**config.mk**
```make
export PLATFORM = sky130hd
export DESIGN_NAME = pipe_gap_scheduler
export DESIGN_NICKNAME = d
export VERILOG_FILES = /design/src/rtl/pipe_gap_scheduler.sv
export SDC_FILE = /design/constraint.sdc
export NUM_CORES = 1
export LEC_CHECK = 0
export BUFFER_PORTS_ARGS = -buffer_cell sky130_fd_sc_hd__buf_2
export CAP_MARGIN = 20
export CORE_MARGIN = 2
export CORE_UTILIZATION = 45
export DETAILED_ROUTE_END_ITERATION = 6
export PLACE_DENSITY = 0.62
export SLEW_MARGIN = 20
export SYNTH_ARGS = -nofsm -noshare
export SYNTH_HDL_FRONTEND = slang
export SYNTH_SLANG_ARGS = --single-unit
```
**constraint.sdc**
```tcl
create_clock -name clk -period 2.39 [get_ports clk]
set_input_delay 0.1195 -clock clk [delete_from_list [all_inputs] [get_ports clk]]
set_output_delay 0.1195 -clock clk [all_outputs]
set_load 0.02 [all_outputs]
```
**src/rtl/pipe_gap_scheduler.sv**
```systemverilog
// Pipe-gap row scheduler: draws LFSR values, reduces them to legal gap rows and
// queues them in a show-ahead FIFO. Optional GAP_SPREAD_EN limits row change per gap.
module pipe_gap_scheduler #(
  parameter int ROWS      = 16,
  parameter int GAP_H     = 4,
  parameter int DEPTH     = 4,
  parameter int MAX_RETRY = 2,
  parameter int MAX_STEP  = 3,
  localparam int RW       = $clog2(ROWS),
  localparam int FW       = $clog2(DEPTH+1)
) (
  input  logic          clk,
  input  logic          reset,
  input  logic          run,
  input  logic [7:0]    rng_q,
  output logic          rng_incr,
  input  logic          pop,
  output logic [RW-1:0] gap_row,
  output logic          gap_valid,
  output logic [FW-1:0] fill_level
);
  localparam int N  = ROWS - GAP_H - 1;
  localparam int W  = $clog2(N);
  localparam int PW = (DEPTH > 1) ? $clog2(DEPTH) : 1;
  localparam int CW = (MAX_RETRY > 0) ? $clog2(MAX_RETRY+1) : 1;

  typedef enum logic [1:0] {IDLE, REQ, SAMPLE} state_t;

  state_t        state_q, state_d;
  logic [CW-1:0] retry_q, retry_d;
  logic [W-1:0]  cand;
  logic          push, popv;
  logic [RW-1:0] row_raw, row;
  logic [RW-1:0] mem [DEPTH];
  logic [PW-1:0] wptr_q, rptr_q;
  logic          unused_rng;

  assign cand       = rng_q[W-1:0];
  assign unused_rng = ^rng_q[7:W];

  function automatic logic [PW-1:0] nxt(input logic [PW-1:0] p);
    return (p == PW'(DEPTH-1)) ? '0 : p + PW'(1);
  endfunction

  always_ff @(posedge clk) begin
    if (!reset) begin
      state_q <= IDLE;
      retry_q <= '0;
    end else begin
      state_q <= state_d;
      retry_q <= retry_d;
    end
  end

  always_comb begin
    state_d  = state_q;
    retry_d  = retry_q;
    rng_incr = 1'b0;
    push     = 1'b0;
    row_raw  = '0;
    case (state_q)
      IDLE: if (run && fill_level < FW'(DEPTH)) state_d = REQ;
      REQ: begin
        rng_incr = 1'b1;
        state_d  = SAMPLE;
      end
      SAMPLE: begin
        if (cand < W'(N)) begin
          push    = 1'b1;
          row_raw = RW'(cand) + RW'(1);
        end else if (retry_q < CW'(MAX_RETRY)) begin
          retry_d = retry_q + CW'(1);
          state_d = REQ;
        end else begin
          // out of retries: fold the out-of-range candidate back into range
          push    = 1'b1;
          row_raw = RW'(cand - W'(N)) + RW'(1);
        end
        if (push) begin
          retry_d = '0;
          state_d = IDLE;
        end
      end
      default: state_d = IDLE;
    endcase
  end

`ifdef GAP_SPREAD_EN
  localparam int EW = RW + 2;
  logic [RW-1:0] last_q;
  logic [EW-1:0] lo, hi;

  always_comb begin
    lo  = (EW'(last_q) > EW'(MAX_STEP)) ? EW'(last_q) - EW'(MAX_STEP) : EW'(1);
    hi  = (EW'(last_q) + EW'(MAX_STEP) > EW'(N)) ? EW'(N) : EW'(last_q) + EW'(MAX_STEP);
    row = row_raw;
    if (EW'(row_raw) < lo)      row = RW'(lo);
    else if (EW'(row_raw) > hi) row = RW'(hi);
  end

  always_ff @(posedge clk) begin
    if (!reset)    last_q <= RW'((N+1)/2);
    else if (push) last_q <= row;
  end
`else
  assign row = row_raw;
`endif

  assign gap_valid = (fill_level != '0);
  assign gap_row   = gap_valid ? mem[rptr_q] : '0;
  assign popv      = pop && gap_valid;

  always_ff @(posedge clk) begin
    if (reset && push) mem[wptr_q] <= row;
  end

  always_ff @(posedge clk) begin
    if (!reset) begin
      wptr_q     <= '0;
      rptr_q     <= '0;
      fill_level <= '0;
    end else begin
      if (push) wptr_q <= nxt(wptr_q);
      if (popv) rptr_q <= nxt(rptr_q);
      case ({push, popv})
        2'b10:   fill_level <= fill_level + FW'(1);
        2'b01:   fill_level <= fill_level - FW'(1);
        default: fill_level <= fill_level;
      endcase
    end
  end
endmodule

```
==> results by group <==
Synth
  • Mapped Cells: between 100 and 150
  • Area share of the largest cell type after synthesis: 34.0%
  • Synth unique cells: 33
  • Post-synthesis sequential area ratio: a little over half
  • Asr flop ratio synth: 0%
  • FF+latch count, synth: 29
  • Top FF cell, synth: edfxtp_1
  • Avg Inst Size Synth: approximately 12 sq um
  • Synth Cell Area: around 1400 sq um
  • Post-synth EDFFs: 16
  • Post-Syn Nets: 141
  • Yosys top cell by area: edfxtp_1
  • Synth warn: 0
  • Top cells by area, synth: edfxtp_1 (34%), dfxtp_1 (18%), ha_1 (8.0%)

STA
  • RSZ-0062 raised after global routing: false
  • Final Hold Fails: 0
  • Setup TNS: 0 ps
  • Slew margin rel.: 60.0%
  • Fin crit period: between 2000 and 2500 ps
  • Final worst setup slack: about 330 ps
  • Period utilization: about 86%
  • Hold slack: between 100 and 150 ps
  • Max frequency: 485 MHz
  • Final Setup Violations: 0
  • Worst Skew: 8.16 ps
  • Final Max Slew Viols: 0
  • Least-Margin Pin Slew: just under 600 ps

Hold path
  • WHS Path Cells: 3
  • Start point of the worst min-delay path: run
  • Hold EP: state_q[0]
  • Hold crit path type: in2reg

Global route
  • Largest net degree at the start of global routing: 20
  • Met2 usage: 23.1%
  • GR Util met1: ~16%
  • Initial antenna violation count: 0
  • Number of global-route vias before repair: ~830
  • Routing usage on met3: between 5 and 6%
  • Total congestion overflow: 0
  • Global-route wire length before repair: 3640 um
  • Top Usage Layer GRT: met2
  • Gr usage total: between 10% and 20%

Place
  • RD Place Congestion: roughly 0.73
  • IO buf count: 16
  • Cell Area, Placed: ~1500 sq um
  • Pre-CTS WS: 240 ps
  • HPWL Detailed: 1670 um

Worst setup path
  • Crit path max-delay family: adder cells
  • Critical path buffers and inverters: 2
  • Worst-path cell chain: nand2b_1 -> a21oi_4 -> inv_4 -> ha_1 -> inv_1 -> fa_1 -> xor2_1 -> or3_1 -> a21boi_0
  • Largest fanout on the critical path: 7
  • CP Depth: 9
  • CP startpoint kind: flip-flop
  • CP peak stage delay: approximately 370 ps
  • Crit. End Element: flip-flop
  • FF-to-FF End: fill_level[2]
  • R2R depth: 9
  • Reg2Reg Launch Point: state_q[0]
  • Arr. time, crit path: ~2300 ps
  • Slack of the worst reg-to-reg path: 330 ps
  • Worst endpoint required time: between 2000 and 3000 ps
  • CP Class: reg2reg
  • Critical path's slowest cell: dfxtp_1

Routing
  • Post-route ant nets: 0
  • Final wirelength: approximately 2200 um
  • DRC: 0
  • Drt pass-1 iters: 4
  • Detailed-route wire length per cell: about 12 um
  • Vias post-DR: around 900
  • DR iter-0 viols: 18
  • DR vias/cell: around 4.8

Finish
  • Share of cells above drive strength 1: 25.4%
  • Reg area: roughly 740 sq um
  • Multi-input logic area: a little over 600 sq um
  • Nets: about 160
  • Commonest non-fill, non-tap cells in the layout: buf_2 (16), edfxtp_1 (16), nand2_1 (14)
  • Antenna cells: 0
  • Number of fill cells in the layout: 283
  • Finished Cell Area: roughly 1600 sq um
  • P&R area growth vs syn: 12.4%

Job
  • Max-cap viol count: 0

Clock tree
  • Longest Clk Path Bufs: 2
  • CTS Sinks: 29
  • Clock slew at reported path FFs: ~80 ps
  • CTS tree: built
  • Post-CTS resize count: 0
  • Post-CTS Setup Bufs: 0
  • Hold_buf cts: 0
  • Root Buffer: clkbuf_4
  • Num CTS Buffers: 5
  • H-tree depth: 2
  • Clk_lat worst skew: around 330 ps

Power
  • Int Power: 0.736 mW
  • LEAKAGE: around 0.62 nW
  • Net Sw Frac: 29.0%
  • PwrDens: 654 nW/um^2
  • Part of the power in registers: a little over half
  • Clock network fraction of total power: 27.3%
  • P_sw: around 0.3 mW
  • Comb pwr share: around 18%
  • VDD IR-drop max: 396 uV

Floorplan
  • I/O pins: 21
  • Num rows: 20
  • Die W: ~60 um
  • Core area: between 3000 and 4000 sq um
  • DIE HEIGHT: roughly 60 um
  • Initial Util: between 40% and 50%
  • Die ar.: between 3000 and 4000 sq um

Outcome
  • Status: completed
==> sequential cells by signal, summed over array words and instances, names as in the netlist, named ones only <==
| signal | cells |
|---|---|
| fill_level | 3 |
| mem | 16 |
| retry_q | 2 |
| rptr_q | 2 |
| state_q | 2 |
| wptr_q | 2 |
==> per-layer routing <==
| metal | share of wire [%] | vias to the layer above |
|---|---|---|
| met5 | 0 | - |
| met3 | 3.7 | 7 |
| met1 | 44 | 417 |
| met4 | 2.0 | 0 |
| met2 | 50 | 15 |
| li1 | - | 463 |
==> worst max path at each step <==
stage	from	to
floorplan	fill_level[0]	fill_level[2]
global placement	rng_q[0]	fill_level[2]
detailed placement	rng_q[0]	fill_level[2]
CTS	state_q[0]	fill_level[2]
global route	state_q[0]	fill_level[2]
finish	state_q[0]	fill_level[2]
==> worst reg2reg max path, delay by kind of cell (launching register included) <==
family / cells / cell delay, ps
fa+ha+maj: 2 / 550
simple gates: 2 / 510
compound gates: 2 / 250
buf+inv: 2 / 160
flops: 1 / 370
xor+xnor: 1 / 160
==> power groups by stage <==
stage / registers, mW / logic (mW) / clock network, mW
final: 0.564 / 0.191 / 0.283
after global routing: 0.567 / 0.215 / 0.317
after CTS: 0.565 / 0.195 / 0.296
after detailed placement: 0.575 / 0.194 / 0
after global placement: 0.574 / 0.187 / 0
after floorplan: 0.578 / 0.133 / 0
==> cells by family (layout without fill, tap and decap cells) <==
family / Yosys count / after routing / synth area share (%)
AO/OA/AOI/OAI: 15 / 15 / 7.88
XOR/XNOR: 4 / 4 / 2.48
adder cells (fa/ha/maj): 10 / 10 / 9.39
buffers and inverters: 13 / 36 / 4.43
flip-flops: 29 / 29 / 52.4
multiplexers: 6 / 6 / 7.79
AND/OR/NAND/NOR: 42 / 42 / 15.6
==> final cells by class <==
| class | count | share of cell area, % |
|---|---|---|
| well taps | 44 | 3.47 |
| clock buffers | 6 | 2.60 |
| flip-flops and latches | 29 | 46.7 |
| repair buffers | 17 | 5.52 |
| multi-input cells | 77 | 38.4 |
| clock inverters | 2 | 0.630 |
| inverters | 11 | 2.76 |
==> cell usage after synthesis (2+ instances only) <==
cell type and number:
o21ai_0 6, and3_2 4, a21oi_1 2, and2_1 3, mux4_2 4, edfxtp_1 16, nand3_1 3, a21boi_0 2
mux2i_1 2, xnor2_1 3, inv_1 10, dfxtp_1 13, ha_1 9, nor2b_1 6, nand2_1 14, nor2_1 5
==> metrics by stage <==
step / utilization [%] / std cells / power, mW
after floorplan: - / 119 / 0.710
after global placement: 50.7 / 178 / 0.761
after detailed placement: 50.7 / 178 / 0.769
after CTS: 52.4 / 186 / 1.05
after global routing: 52.4 / 186 / 1.10
final: 52.4 / 186 / 1.04
No activity file was read; power rests on OpenSTA's default activity.
